`config.mk`:
```
export PLATFORM = sky130hd
export DESIGN_NAME = multi_button_debouncer_flat
export DESIGN_NICKNAME = d
export VERILOG_FILES = /design/src/rtl/debounce_pkg.sv /design/src/rtl/multi_button_debouncer_if.sv /design/src/rtl/debounce_channel.sv /design/src/rtl/multi_button_debouncer.sv /design/src/flat_wrapper.sv
export SDC_FILE = /design/constraint.sdc
export NUM_CORES = 1
export LEC_CHECK = 0
export CAP_MARGIN = 20
export CORE_ASPECT_RATIO = 2
export CORE_UTILIZATION = 31
export CTS_CLUSTER_SIZE = 24
export DETAILED_ROUTE_END_ITERATION = 16
export GPL_TIMING_DRIVEN = 1
export PLACE_DENSITY = 0.54
export SYNTH_ARGS = -nofsm -noshare
export SYNTH_HDL_FRONTEND = slang
export SYNTH_HIERARCHICAL = 1
export SYNTH_SLANG_ARGS = --single-unit
export TNS_END_PERCENT = 100
```
`constraint.sdc`:
```
create_clock -name clk -period 3.7 [get_ports clk]
set_clock_uncertainty 0.1 [all_clocks]
set_input_delay 0.925 -clock clk [delete_from_list [all_inputs] [get_ports clk]]
set_output_delay 0.925 -clock clk [all_outputs]
set_load 0.01 [all_outputs]
```
`src/rtl/debounce_pkg.sv`:
```
// rtl/debounce_pkg.sv - shared types and constant helpers for the button debouncer
//
// Purpose: width calculation for the per-channel counters, the idle pin level
// for a given polarity, and the auto-repeat state encoding.
package debounce_pkg;

  typedef enum logic [1:0] {
    RPT_IDLE   = 2'd0,
    RPT_DELAY  = 2'd1,
    RPT_PERIOD = 2'd2
  } rpt_state_t;

  // Number of bits needed to hold the values 0 .. v-1 (minimum 1).
  function automatic int clog2_w(input longint unsigned v);
    int w;
    longint unsigned x;
    w = 0;
    x = (v == 0) ? 0 : v - 1;
    while (x != 0) begin
      w = w + 1;
      x = x >> 1;
    end
    return (w < 1) ? 1 : w;
  endfunction

  function automatic int max3(input int a, input int b, input int c);
    int m;
    m = (a > b) ? a : b;
    return (m > c) ? m : c;
  endfunction

  // Pin value seen when nothing is pressed.
  function automatic logic inactive_level(input bit active_low);
    return active_low ? 1'b1 : 1'b0;
  endfunction

endpackage

```
`src/rtl/multi_button_debouncer_if.sv`:
```
// rtl/multi_button_debouncer_if.sv - pin-side and event-side bundle of the debouncer
//
// Purpose: groups the raw pins and the cleaned-up per-channel outputs.
// Ports (signals):
//   raw_in         raw asynchronous pin levels
//   level          debounced, normalised state (1 = pressed)
//   press          one-cycle pulse on debounced 0->1
//   release_pulse  one-cycle pulse on debounced 1->0
//   press_rpt      press or auto-repeat pulse
// Modports: slave = the debouncer, master = the pin driver / event consumer.
interface multi_button_debouncer_if #(
  parameter int NUM_CH = 4
);
  logic [NUM_CH-1:0] raw_in;
  logic [NUM_CH-1:0] level;
  logic [NUM_CH-1:0] press;
  logic [NUM_CH-1:0] release_pulse;
  logic [NUM_CH-1:0] press_rpt;

  modport master (
    output raw_in,
    input  level,
    input  press,
    input  release_pulse,
    input  press_rpt
  );

  modport slave (
    input  raw_in,
    output level,
    output press,
    output release_pulse,
    output press_rpt
  );
endinterface

```
`src/rtl/debounce_channel.sv`:
```
// rtl/debounce_channel.sv - one debounced button: synchroniser, stability counter, edges, repeat
//
// Purpose: cleans a single raw pin into a level plus press/release/repeat pulses.
// Ports:
//   clk            system clock
//   resetn         asynchronous, active-low reset
//   raw_in         raw asynchronous pin
//   level          debounced, normalised state
//   press          one-cycle pulse on debounced 0->1
//   release_pulse  one-cycle pulse on debounced 1->0
//   press_rpt      press or auto-repeat pulse
module debounce_channel
  import debounce_pkg::*;
#(
  parameter int DEBOUNCE_CYCLES = 1000000,
  parameter bit ACTIVE_LOW      = 1'b1,
  parameter bit REPEAT_ENABLE   = 1'b0,
  parameter int REPEAT_DELAY    = 25000000,
  parameter int REPEAT_PERIOD   = 5000000
) (
  input  logic clk,
  input  logic resetn,
  input  logic raw_in,
  output logic level,
  output logic press,
  output logic release_pulse,
  output logic press_rpt
);

  localparam int CNT_W =
    clog2_w(longint'(max3(DEBOUNCE_CYCLES, REPEAT_DELAY, REPEAT_PERIOD)) + 1);
  localparam logic             INACTIVE = inactive_level(ACTIVE_LOW);
  localparam logic [CNT_W-1:0] DEB_LAST = CNT_W'(DEBOUNCE_CYCLES - 1);
  localparam logic [CNT_W-1:0] DELAY_C  = CNT_W'(REPEAT_DELAY);
  localparam logic [CNT_W-1:0] PERIOD_C = CNT_W'(REPEAT_PERIOD);

  logic             sync_s1;
  logic             sync_s2;
  logic             norm;
  logic [CNT_W-1:0] stab_cnt;
  logic [CNT_W-1:0] stab_cnt_d;
  logic             level_d;
  logic             press_d;
  logic             rel_d;
  logic [CNT_W-1:0] hold_cnt;
  logic [CNT_W-1:0] hold_cnt_d;
  logic [CNT_W-1:0] hold_inc;
  logic [CNT_W-1:0] hold_target;
  logic             rpt_fire;
  rpt_state_t       rpt_state;
  rpt_state_t       rpt_state_d;

  assign norm = ACTIVE_LOW ? ~sync_s2 : sync_s2;

  // Stability counter: the level flips only after the synchronised sample has
  // disagreed with it for DEBOUNCE_CYCLES consecutive cycles.
  always_comb begin
    level_d    = level;
    stab_cnt_d = '0;
    if (norm != level) begin
      if (stab_cnt == DEB_LAST) begin
        level_d = norm;
      end else begin
        stab_cnt_d = stab_cnt + 1'b1;
      end
    end
    press_d = level_d & ~level;
    rel_d   = ~level_d & level;
  end

  // Auto-repeat: counts cycles held since the press; the first target is
  // REPEAT_DELAY, then REPEAT_PERIOD. Everything is decided on the level the
  // register is about to take, so a release on a due cycle cancels the repeat
  // and the press cycle itself never fires one.
  always_comb begin
    rpt_state_d = rpt_state;
    hold_cnt_d  = hold_cnt;
    rpt_fire    = 1'b0;
    hold_inc    = hold_cnt + 1'b1;
    hold_target = (rpt_state == RPT_DELAY) ? DELAY_C : PERIOD_C;
    case (rpt_state)
      RPT_IDLE: begin
        hold_cnt_d = '0;
        if (REPEAT_ENABLE && press_d) begin
          rpt_state_d = RPT_DELAY;
        end
      end
      RPT_DELAY, RPT_PERIOD: begin
        if (!level_d) begin
          rpt_state_d = RPT_IDLE;
          hold_cnt_d  = '0;
        end else if (hold_inc == hold_target) begin
          rpt_fire    = 1'b1;
          hold_cnt_d  = '0;
          rpt_state_d = RPT_PERIOD;
        end else begin
          hold_cnt_d = hold_inc;
        end
      end
      default: begin
        rpt_state_d = RPT_IDLE;
        hold_cnt_d  = '0;
      end
    endcase
  end

  always_ff @(posedge clk or negedge resetn) begin
    if (!resetn) begin
      sync_s1       <= INACTIVE;
      sync_s2       <= INACTIVE;
      level         <= 1'b0;
      stab_cnt      <= '0;
      press         <= 1'b0;
      release_pulse <= 1'b0;
      press_rpt     <= 1'b0;
      hold_cnt      <= '0;
      rpt_state     <= RPT_IDLE;
    end else begin
      sync_s1       <= raw_in;
      sync_s2       <= sync_s1;
      level         <= level_d;
      stab_cnt      <= stab_cnt_d;
      press         <= press_d;
      release_pulse <= rel_d;
      press_rpt     <= press_d | rpt_fire;
      hold_cnt      <= hold_cnt_d;
      rpt_state     <= rpt_state_d;
    end
  end

endmodule

```
`src/rtl/multi_button_debouncer.sv`:
```
// rtl/multi_button_debouncer.sv - N independent button debouncers behind one bundle
//
// Purpose: replicates debounce_channel per pin; channels share nothing but clock/reset.
// Ports:
//   clk     system clock
//   resetn  asynchronous, active-low reset
//   bus     slave side of multi_button_debouncer_if (raw_in in; level, press,
//           release_pulse, press_rpt out)
module multi_button_debouncer
  import debounce_pkg::*;
#(
  parameter int              NUM_CH          = 4,
  parameter int              DEBOUNCE_CYCLES = 1000000,
  parameter bit              ACTIVE_LOW      = 1'b1,
  parameter logic [NUM_CH-1:0] REPEAT_EN     = '0,
  parameter int              REPEAT_DELAY    = 25000000,
  parameter int              REPEAT_PERIOD   = 5000000
) (
  input  logic                     clk,
  input  logic                     resetn,
  multi_button_debouncer_if.slave  bus
);

  logic [NUM_CH-1:0] level_w;
  logic [NUM_CH-1:0] press_w;
  logic [NUM_CH-1:0] rel_w;
  logic [NUM_CH-1:0] rpt_w;

  for (genvar i = 0; i < NUM_CH; i++) begin : g_ch
    debounce_channel #(
      .DEBOUNCE_CYCLES (DEBOUNCE_CYCLES),
      .ACTIVE_LOW      (ACTIVE_LOW),
      .REPEAT_ENABLE   (REPEAT_EN[i]),
      .REPEAT_DELAY    (REPEAT_DELAY),
      .REPEAT_PERIOD   (REPEAT_PERIOD)
    ) u_ch (
      .clk           (clk),
      .resetn        (resetn),
      .raw_in        (bus.raw_in[i]),
      .level         (level_w[i]),
      .press         (press_w[i]),
      .release_pulse (rel_w[i]),
      .press_rpt     (rpt_w[i])
    );
  end

  assign bus.level         = level_w;
  assign bus.press         = press_w;
  assign bus.release_pulse = rel_w;
  assign bus.press_rpt     = rpt_w;

endmodule

```
`src/flat_wrapper.sv`:
```
// flat-port wrapper written by rule: the top's interface ports become plain ports
module multi_button_debouncer_flat import debounce_pkg::*;
#(
  parameter int              NUM_CH          = 4,
  parameter int              DEBOUNCE_CYCLES = 1000000,
  parameter bit              ACTIVE_LOW      = 1'b1,
  parameter logic [NUM_CH-1:0] REPEAT_EN     = '0,
  parameter int              REPEAT_DELAY    = 25000000,
  parameter int              REPEAT_PERIOD   = 5000000
)
  (clk, resetn, bus_raw_in, bus_level, bus_press, bus_release_pulse, bus_press_rpt);
  multi_button_debouncer_if #(.NUM_CH(NUM_CH)) bus_i ();
  input  logic clk;
  input  logic resetn;
  input wire logic [$bits(bus_i.raw_in)-1:0] bus_raw_in;
  output wire logic [$bits(bus_i.level)-1:0] bus_level;
  output wire logic [$bits(bus_i.press)-1:0] bus_press;
  output wire logic [$bits(bus_i.release_pulse)-1:0] bus_release_pulse;
  output wire logic [$bits(bus_i.press_rpt)-1:0] bus_press_rpt;
  assign bus_i.raw_in = bus_raw_in;
  assign bus_level = bus_i.level;
  assign bus_press = bus_i.press;
  assign bus_release_pulse = bus_i.release_pulse;
  assign bus_press_rpt = bus_i.press_rpt;
  multi_button_debouncer #(.NUM_CH(NUM_CH), .DEBOUNCE_CYCLES(DEBOUNCE_CYCLES), .ACTIVE_LOW(ACTIVE_LOW), .REPEAT_EN(REPEAT_EN), .REPEAT_DELAY(REPEAT_DELAY), .REPEAT_PERIOD(REPEAT_PERIOD)) u_core (.clk(clk), .resetn(resetn), .bus(bus_i));
endmodule
```
# Yosys cells after proc, flatten, opt, wreduce, memory -nomap -nowiden
# Index checks and enable logic that the tools add are counted.
# word_totals
ff_bits,232
in_bits,6
# op_classes
n_bitwise,28
n_reduce_logical,12
eq_ne,24
mux,56
n_addsub,8
# op_table
operator,count
$mux 25,24
$add 25x1->25 const B,8
$eq 25x20->1 const B,4
$eq 25x25->1,4
$mux 1,20
$mux 2,8
$not 1->1,16
$pmux 2 s2,4
$ne 3x3->1 const B,4
$and 1x1->1,8
$eq 2x1->1 const B,4
$eq 2x2->1 const B,4
$logic_not 2->1,4
$reduce_and 2->1,4
$reduce_or 2->1,4
$ne 1x1->1,4
$or 1x1->1,4

# Logic depth before layout (Yosys ltp)
# Gate-level depths: netlist of run 1.
# logic_depth
word_depth,7
ltp_mapped,10
mapped_depth_nobuf,8

# Modules after synthesis
# The synthesis of run 1 kept the hierarchy.
# by_module_without_submodules
module,area_per_inst_um2,n_inst,cells_per_inst,seq_area_each_um2
debounce_channel at u_core.g_ch[0].u_ch ...,2934.1,3,297,1428.9
debounce_channel at u_core.g_ch[3].u_ch,3045.4,1,321,1428.9

# Worst setup path after synthesis of run 1
# No wires, ideal clock.
# synth_timing
path_kind,flip-flop to flip-flop
from,register u_core.g_ch[3].u_ch.hold_cnt[1]
to,register u_core.g_ch[3].u_ch.hold_cnt[0]
path_stages_with_launch,9
t_required_ps,3463
arrival_time_ps,2117
path_buffers,1
setup_time_ps,137
path_slack_ps,1346
path_cell_list,dfrtp_1 > ha_1 > buf_2 > and3_1 > mux2i_1 > o31a_1 > or4b_4 > nor3_4 > a211oi_1
# synth_via
elab_chain_len,5
# synth_rtl
element,line,rtl
start: declaration,debounce_channel.sv:45,logic [CNT_W-1:0] hold_cnt;
start signal: assignment,debounce_channel.sv:126,hold_cnt <= hold_cnt_d;
$add 25x1->25,debounce_channel.sv:79,hold_inc = hold_cnt + 1'b1;
$eq 25x25->1,debounce_channel.sv:92,end else if (hold_inc == hold_target) begin
$mux 25,debounce_channel.sv:92,
$mux 25,debounce_channel.sv:89,if (!level_d) begin
$mux 25,debounce_channel.sv:81,case (rpt_state)
net u_core.g_ch[3].u_ch.hold_cnt_d[0],debounce_channel.sv:46,logic [CNT_W-1:0] hold_cnt_d;
# The timed path passes the listed nets, and every way through them passes these cells.
# A chain may end at the register's enable or synchronous reset.

# Final worst setup path of run 1
# layout_timing
from,register u_core.g_ch[0].u_ch.hold_cnt[7]
to,register u_core.g_ch[0].u_ch.hold_cnt[11]
# layout_via
elab_chain_len,5
# layout_rtl
element,line
start: declaration,debounce_channel.sv:45
start signal: assignment,debounce_channel.sv:126
$add 25x1->25 (*),debounce_channel.sv:79
$eq 25x25->1,debounce_channel.sv:92
$mux 25 (*),debounce_channel.sv:92
$mux 25 (*),debounce_channel.sv:89
$mux 25 (*),debounce_channel.sv:81
net u_core.g_ch[0].u_ch.hold_cnt_d[11],debounce_channel.sv:46
# Mark *: on every way through the listed nets, which the timed path passes. The rest lies on a longest branch.

==> reports/metrics.cfg, run 1 <==
[run_status]
status = complete, no violations

[logic_synthesis]
muxShareOfSynthArea_pct = 0.5175
synth_nets = 1226
syn_inst = 1212
synthFlopType = dfrtp_1
synth_area_per_cell_um2 = 9.775
synth_xor_area_share_pct = 14.42
synthSimpleGateAreaFrac_pct = 28.81
synthAdderAreaFrac_pct = 0.8449
synth-edff-count = 0
synth_cell_types = 64
async_flop_share_pct = 100.0
syn_area_mm2 = 0.01185
ys_warn_count = 6
synth_compound_area_share_pct = 4.119
ys_ff_latch = 228
ys_seq_area_share_pct = 48.24
synth_top_family_by_area = simple AND/OR/NAND/NOR gates

[final_layout]
fillers = 3809
postLayoutCoreUtil_pct = 34.85
drive_gt1_share_pct = 8.943
antenna_cells = 0
fin_nets = 1228
multi_input_area_mm2 = 0.005771
design_area_mm2 = 0.01317
seqCellArea_mm2 = 0.005715
area_growth_syn_to_layout_pct = 11.14
finalNonFillerCells = 1693

[clock_network]
clk_latency_ns = 0.52
h-tree-depth = 1
root_buffer = clkbuf_16
cts_resized = 0
clock_sinks = 228
hold_buffers = 0
post-cts-setup-buffer-count = 0
numCtsBuffers = 22
clockBufferDepth = 3
cts.reportedPaths.clkPinSlew_ns = 0.07
cts_tree = yes

[die]
ios = 22
floorplan.initialDensity_pct = 31.36
row_count = 101
die_x_um = 140.2
dieArea_mm2 = 0.03905
fp.coreArea_mm2 = 0.03779
die_y_um = 278.5

[setup_path]
endpoint = u_core/g_ch[0].u_ch/hold_cnt[11]
critPathTopFamily = simple AND/OR/NAND/NOR gates
slowest_stage = a41o_1
cp_num_cells = 8
path_cells = nand4_2 -> nor4_4 -> buf_4 -> nand3_1 -> xor2_1 -> nor4bb_1 -> a41o_1 -> nor2_2
r2r_cells = 8
critPathLaunch = u_core/g_ch[0].u_ch/hold_cnt[7]
startpoint_type = flip-flop
crit_buf_inv = 1
critPathKind = flip-flop to flip-flop
cp_max_fo = 9
critPathArrivalTime_ns = 3.11
crit_required_ns = 3.98
worst_r2r_endpoint = u_core/g_ch[0].u_ch/hold_cnt[11]
reg2reg_from = u_core/g_ch[0].u_ch/hold_cnt[7]
r2r_slack_ns = 0.87
cp-end-kind = flip-flop
cpPeakStageDelay_ns = 0.56

[hold_path]
hold_class = flip-flop to flip-flop

[global_routing]
grt_max_degree = 92
grt_antenna_before_repair = 0
grt_pass1_wl_mm = 44.70
grt_pass1_vias = 9119
grt-ovfl-total = 0
groute.usage.overall_pct = 13.94

[sta]
rsz0062_at_grt = false
finalWorstSetupSlack_ns = 0.8658
hold_viol = 0
finalCritPeriodShare_pct = 76.60
max_freq_mhz = 352.8
min_period_ns = 2.834
fin_tns_setup_ns = 0
tightest_slew_ns = 0.8274
relSlewSlack_pct = 44.71
setup_violations = 0
whs_ns = 0.2514
slew_violations = 0

[placed_design]
hpwl_mm = 18.74
globalplace.congestion = 0.8435
dpl_cell_area_mm2 = 0.01247
dpl.cell_count = 1653
dp_slack_ns = 0.8653
portBuffers = 21

[power_and_ir_drop]
ir_drop_mv = 0.2836
powerDensity_mw_per_mm2 = 367.6
leakagePower_nw = 5.399
total_power_mw = 4.840

[routing]
final_antenna_net_count = 0
routedWlPerCell_um = 15.44
drt_pass1_iterations = 4
drtIter0Drc = 367
vias = 8660
drt-total-wl_mm = 26.14
drc_errors = 0
vias_per_cell = 5.115

[job]
maxCapViolCount = 0

worst min path at each step:
| stage | from | to | slack [ns] | depth (start not counted) |
|---|---|---|---|---|
| detailed placement | u_core/g_ch[3].u_ch/sync_s1 | u_core/g_ch[3].u_ch/sync_s2 | 0.25 | 0 |
| CTS | u_core/g_ch[3].u_ch/sync_s1 | u_core/g_ch[3].u_ch/sync_s2 | 0.25 | 0 |
| finish | u_core/g_ch[3].u_ch/sync_s1 | u_core/g_ch[3].u_ch/sync_s2 | 0.25 | 0 |
| global route | u_core/g_ch[0].u_ch/sync_s1 | u_core/g_ch[0].u_ch/sync_s2 | 0.26 | 0 |
| global placement | u_core/g_ch[0].u_ch/sync_s1 | u_core/g_ch[0].u_ch/sync_s2 | 0.25 | 0 |
| floorplan | u_core/g_ch[0].u_ch/sync_s1 | u_core/g_ch[0].u_ch/sync_s2 | 0.25 | 0 |
sequential cells by signal, indices dropped and copies added, names as in the netlist:
| register | cells |
|---|---|
| u_core/g_ch.u_ch/stab_cnt | 100 |
| u_core/g_ch.u_ch/press_rpt | 4 |
| u_core/g_ch.u_ch/sync_s1 | 4 |
| u_core/g_ch.u_ch/level | 4 |
| u_core/g_ch.u_ch/sync_s2 | 4 |
| u_core/g_ch.u_ch/release_pulse | 4 |
| u_core/g_ch.u_ch/hold_cnt | 100 |
| u_core/g_ch.u_ch/press | 4 |
| u_core/g_ch.u_ch/rpt_state | 4 |
cell usage in the layout, fill, tap and decap left out, types with 6 or more instances in the layout:
cell type / count
xnor2_1: 93
nor2b_2: 6
clkbuf_16: 23
clkbuf_1: 7
clkinv_2: 6
xor2_1: 102
o21ai_0: 13
and3_1: 43
nor3_1: 40
nor2_1: 205
dfrtp_1: 220
or3_1: 9
nor4_1: 15
and4_1: 14
a211oi_1: 9
nand2_1: 76
a31oi_1: 6
nor2_2: 21
nand3_1: 74
clkdlybuf4s50_1: 20
dfstp_2: 8
inv_1: 22
buf_4: 9
a21oi_1: 15
ha_1: 8
nand4_1: 68
layout make-up:
cell class	instances	area share, %
clock inverter	8	0.5131
timing repair buffer	32	2.452
clock buffer	32	4.780
sequential	228	43.41
tap	463	4.399
multi-input combinational	908	43.82
inverter	22	0.6271
Yosys cell counts (4+ instances only):
library cell	instances	area (µm²)
dfrtp_1	220	5505
nand2_1	76	285.3
inv_1	22	82.58
nand4_2	5	62.56
a211oi_1	9	67.56
nor4_2	4	50.05
and4_1	14	122.6
nor4b_1	5	43.79
nor2_1	205	769.5
nor3_1	40	200.2
nor2b_2	6	52.55
nor4_1	15	93.84
a211o_1	4	35.03
nand3_1	74	370.4
dfstp_2	8	210.2
nand4_1	68	425.4
nor4_4	4	85.08
a21oi_1	15	75.07
ha_1	8	100.1
mux2i_1	5	50.05
clkbuf_1	15	56.30
and3_1	43	269.0
buf_1	4	15.01
xnor2_1	93	814.5
and2_1	4	25.02
nand2b_1	4	25.02
or3_1	9	56.30
a31oi_1	6	37.54
buf_6	4	45.04
buf_2	26	130.1
o21ai_0	13	65.06
xor2_1	102	893.4
nor2_2	21	131.4
power breakdown:
| part | switching [mW] | total (mW) | internal [mW] | leakage (nW) |
|---|---|---|---|---|
| sequential | 0.0138 | 2.52 | 2.51 | 3.15 |
| combinational | 0.0750 | 0.0987 | 0.0237 | 1.91 |
| clock | 0.963 | 2.22 | 1.25 | 0.344 |
per-layer routing:
layer  track usage [%]  up-vias  share of wire (%)
met4             7.580        0                4.8
met5                 0        -                  0
met1             13.79     4282                 36
met3             1.600       74                2.3
met2             27.60      116                 57
li1                  -     4188                  -
cell families after synthesis:
logic type               after synthesis
AO/OA/AOI/OAI                         71
flip-flops                           228
buffers and inverters                 76
XOR/XNOR                             195
multiplexers                           6
AND/OR/NAND/NOR                      628
adder cells (fa/ha/maj)                8
(Power assumes the default switching activity.)
==> inputs of run 2 (changes only) <==
--- a/config.mk
+++ b/config.mk
@@ -11,7 +11,7 @@
 export CTS_CLUSTER_SIZE = 24
 export DETAILED_ROUTE_END_ITERATION = 16
 export GPL_TIMING_DRIVEN = 1
-export PLACE_DENSITY = 0.54
+export PLACE_DENSITY = 0.56
 export SYNTH_ARGS = -nofsm -noshare
 export SYNTH_HDL_FRONTEND = slang
 export SYNTH_HIERARCHICAL = 1
==> constraint.sdc (replaced) <==
create_clock -name clk -period 2.6 [get_ports clk]
set_clock_uncertainty 0.1 [all_clocks]
set_input_delay 0.65 -clock clk [delete_from_list [all_inputs] [get_ports clk]]
set_output_delay 0.65 -clock clk [all_outputs]
set_load 0.01 [all_outputs]
==> run 2 against run 1 <==
Count of clock-buffer cells in the layout is 5 higher. Flip-flop and latch count unchanged. Cell count increased by 4.1%. Global-route usage is 0.32 points higher. Wire length grew 1.9%.
==> reports/metrics.cfg, run 2 (same netlist as run 1, synthesis figures left out) <==
[final_layout]
reg_top3 = u_core/g_ch.u_ch/hold_cnt (100), u_core/g_ch.u_ch/stab_cnt (100)
fin_nets = 1297
area_growth_syn_to_layout_pct = 17.14
multi_input_area_mm2 = 0.005829
design_area_mm2 = 0.01388
seqCellArea_mm2 = 0.005724
postLayoutCoreUtil_pct = 36.73
antenna_cells = 0
fillers = 3801
drive_gt1_share_pct = 14.85
finalNonFillerCells = 1763
final_common_cell = dfrtp_1
layout_common_cells = 213 x dfrtp_1, 205 x nor2_1, 102 x xor2_1, 93 x xnor2_1, 76 x nand2_1

[die]
ios = 22
dieArea_mm2 = 0.03905
die_y_um = 278.5
die_x_um = 140.2
fp.coreArea_mm2 = 0.03779
floorplan.initialDensity_pct = 31.36
row_count = 101

[sta]
relSlewSlack_pct = 61.34
fin_tns_setup_ns = 0
hold_viol = 0
finalCritPeriodShare_pct = 95.19
min_period_ns = 2.475
whs_ns = 0.2561
setup_violations = 0
tightest_slew_ns = 0.5755
finalWorstSetupSlack_ns = 0.1251
slew_violations = 0
max_freq_mhz = 404.1
rsz0062_at_grt = false

[placed_design]
globalplace.congestion = 0.8827
dpl.cell_count = 1717
portBuffers = 21
dpl_cell_area_mm2 = 0.01300
hpwl_mm = 18.90
dp_slack_ns = 0.05067

[setup_path]
cp_max_fo = 11
r2r_slack_ns = 0.13
startpoint_type = flip-flop
cp-end-kind = flip-flop
reg2reg_from = u_core/g_ch[3].u_ch/hold_cnt[0]
worst_r2r_endpoint = u_core/g_ch[3].u_ch/hold_cnt[14]
endpoint = u_core/g_ch[3].u_ch/hold_cnt[14]
critPathArrivalTime_ns = 2.77
crit_required_ns = 2.90
r2r_cells = 9
critPathLaunch = u_core/g_ch[3].u_ch/hold_cnt[0]
critPathKind = flip-flop to flip-flop

[clock_network]
clk_latency_ns = 0.53
cts_tree = yes
root_buffer = clkbuf_16
clock_sinks = 228
numCtsBuffers = 24
cts.reportedPaths.clkPinSlew_ns = 0.07
clockBufferDepth = 3
h-tree-depth = 1

[global_routing]
grt_max_degree = 61
grt_pass1_vias = 9330
grt-ovfl-total = 0
grt_pass1_wl_mm = 45.84
groute.usage.overall_pct = 14.27
grt_antenna_before_repair = 0

[power_and_ir_drop]
powerDensity_mw_per_mm2 = 520.6
ir_drop_mv = 0.4242
total_power_mw = 7.225
leakagePower_nw = 5.816

[run_status]
status = complete, no violations

[routing]
final_antenna_net_count = 0
vias = 8928
drt_pass1_iterations = 4
drtIter0Drc = 430
drc_errors = 0
drt-total-wl_mm = 26.63
routedWlPerCell_um = 15.10
vias_per_cell = 5.064

[job]
maxCapViolCount = 0

[hold_path]
holdPathStages = 0
hold_path_startpoint = u_core/g_ch[1].u_ch/sync_s1
hold_class = flip-flop to flip-flop

-- run 2: changes by cell type in the layout (fill, tap and decap cells not counted), moves of 3 or more --
cell and delta:
buf_12 +4, buf_4 +62, clkinv_2 -3, dfrtp_1 -7, dfrtp_2 +7, nor4bb_1 -3
-- run 2: layout make-up --
| class | count | share of cell area, % |
|---|---|---|
| clock buffers | 37 | 5.049 |
| clock inverters | 6 | 0.6040 |
| flip-flops and latches | 228 | 41.25 |
| multi-input cells | 908 | 42.00 |
| repair buffers | 99 | 6.329 |
| well taps | 463 | 4.174 |
| inverters | 22 | 0.5950 |
-- run 2: how the worst min path moves through the flow --
stage	to
after floorplan	u_core/g_ch[0].u_ch/hold_cnt[0]
after global placement	u_core/g_ch[0].u_ch/sync_s2
after detailed placement	u_core/g_ch[1].u_ch/sync_s2
after CTS	u_core/g_ch[1].u_ch/sync_s2
after global routing	u_core/g_ch[1].u_ch/sync_s2
final	u_core/g_ch[1].u_ch/sync_s2
-- run 2: where the power goes --
group	internal (mW)	leakage, nW	switching, mW
Sequential	3.57	3.14	0.0185
Clock	2.05	0.384	1.43
Combinational	0.0398	2.29	0.109
-- run 2: worst max-delay path: stages, from the launching register on --
cell	delay, ns
dfrtp_1	0.35
ha_1	0.32
nand4_2	0.19
buf_4	0.19
nor3_1	0.29
xnor2_1	0.19
nand3_1	0.14
a211oi_1	0.24
buf_4	0.24
a21oi_1	0.11
-- run 2: per-layer routing --
layer / track usage (%) / routed length [µm]
met5: 0 / 0
met4: 6.424 / 951
met3: 1.583 / 639
met2: 28.10 / 15030
met1: 14.79 / 10010
-- run 2: repair_timing --
item | in CTS | in global routing
setup buffers | 0 | 2
hold buffers | 1 | 0
resized for setup | 0 | 18
endpoints found under the hold margin | 48 | 0
endpoints found under the setup margin | 0 | 42
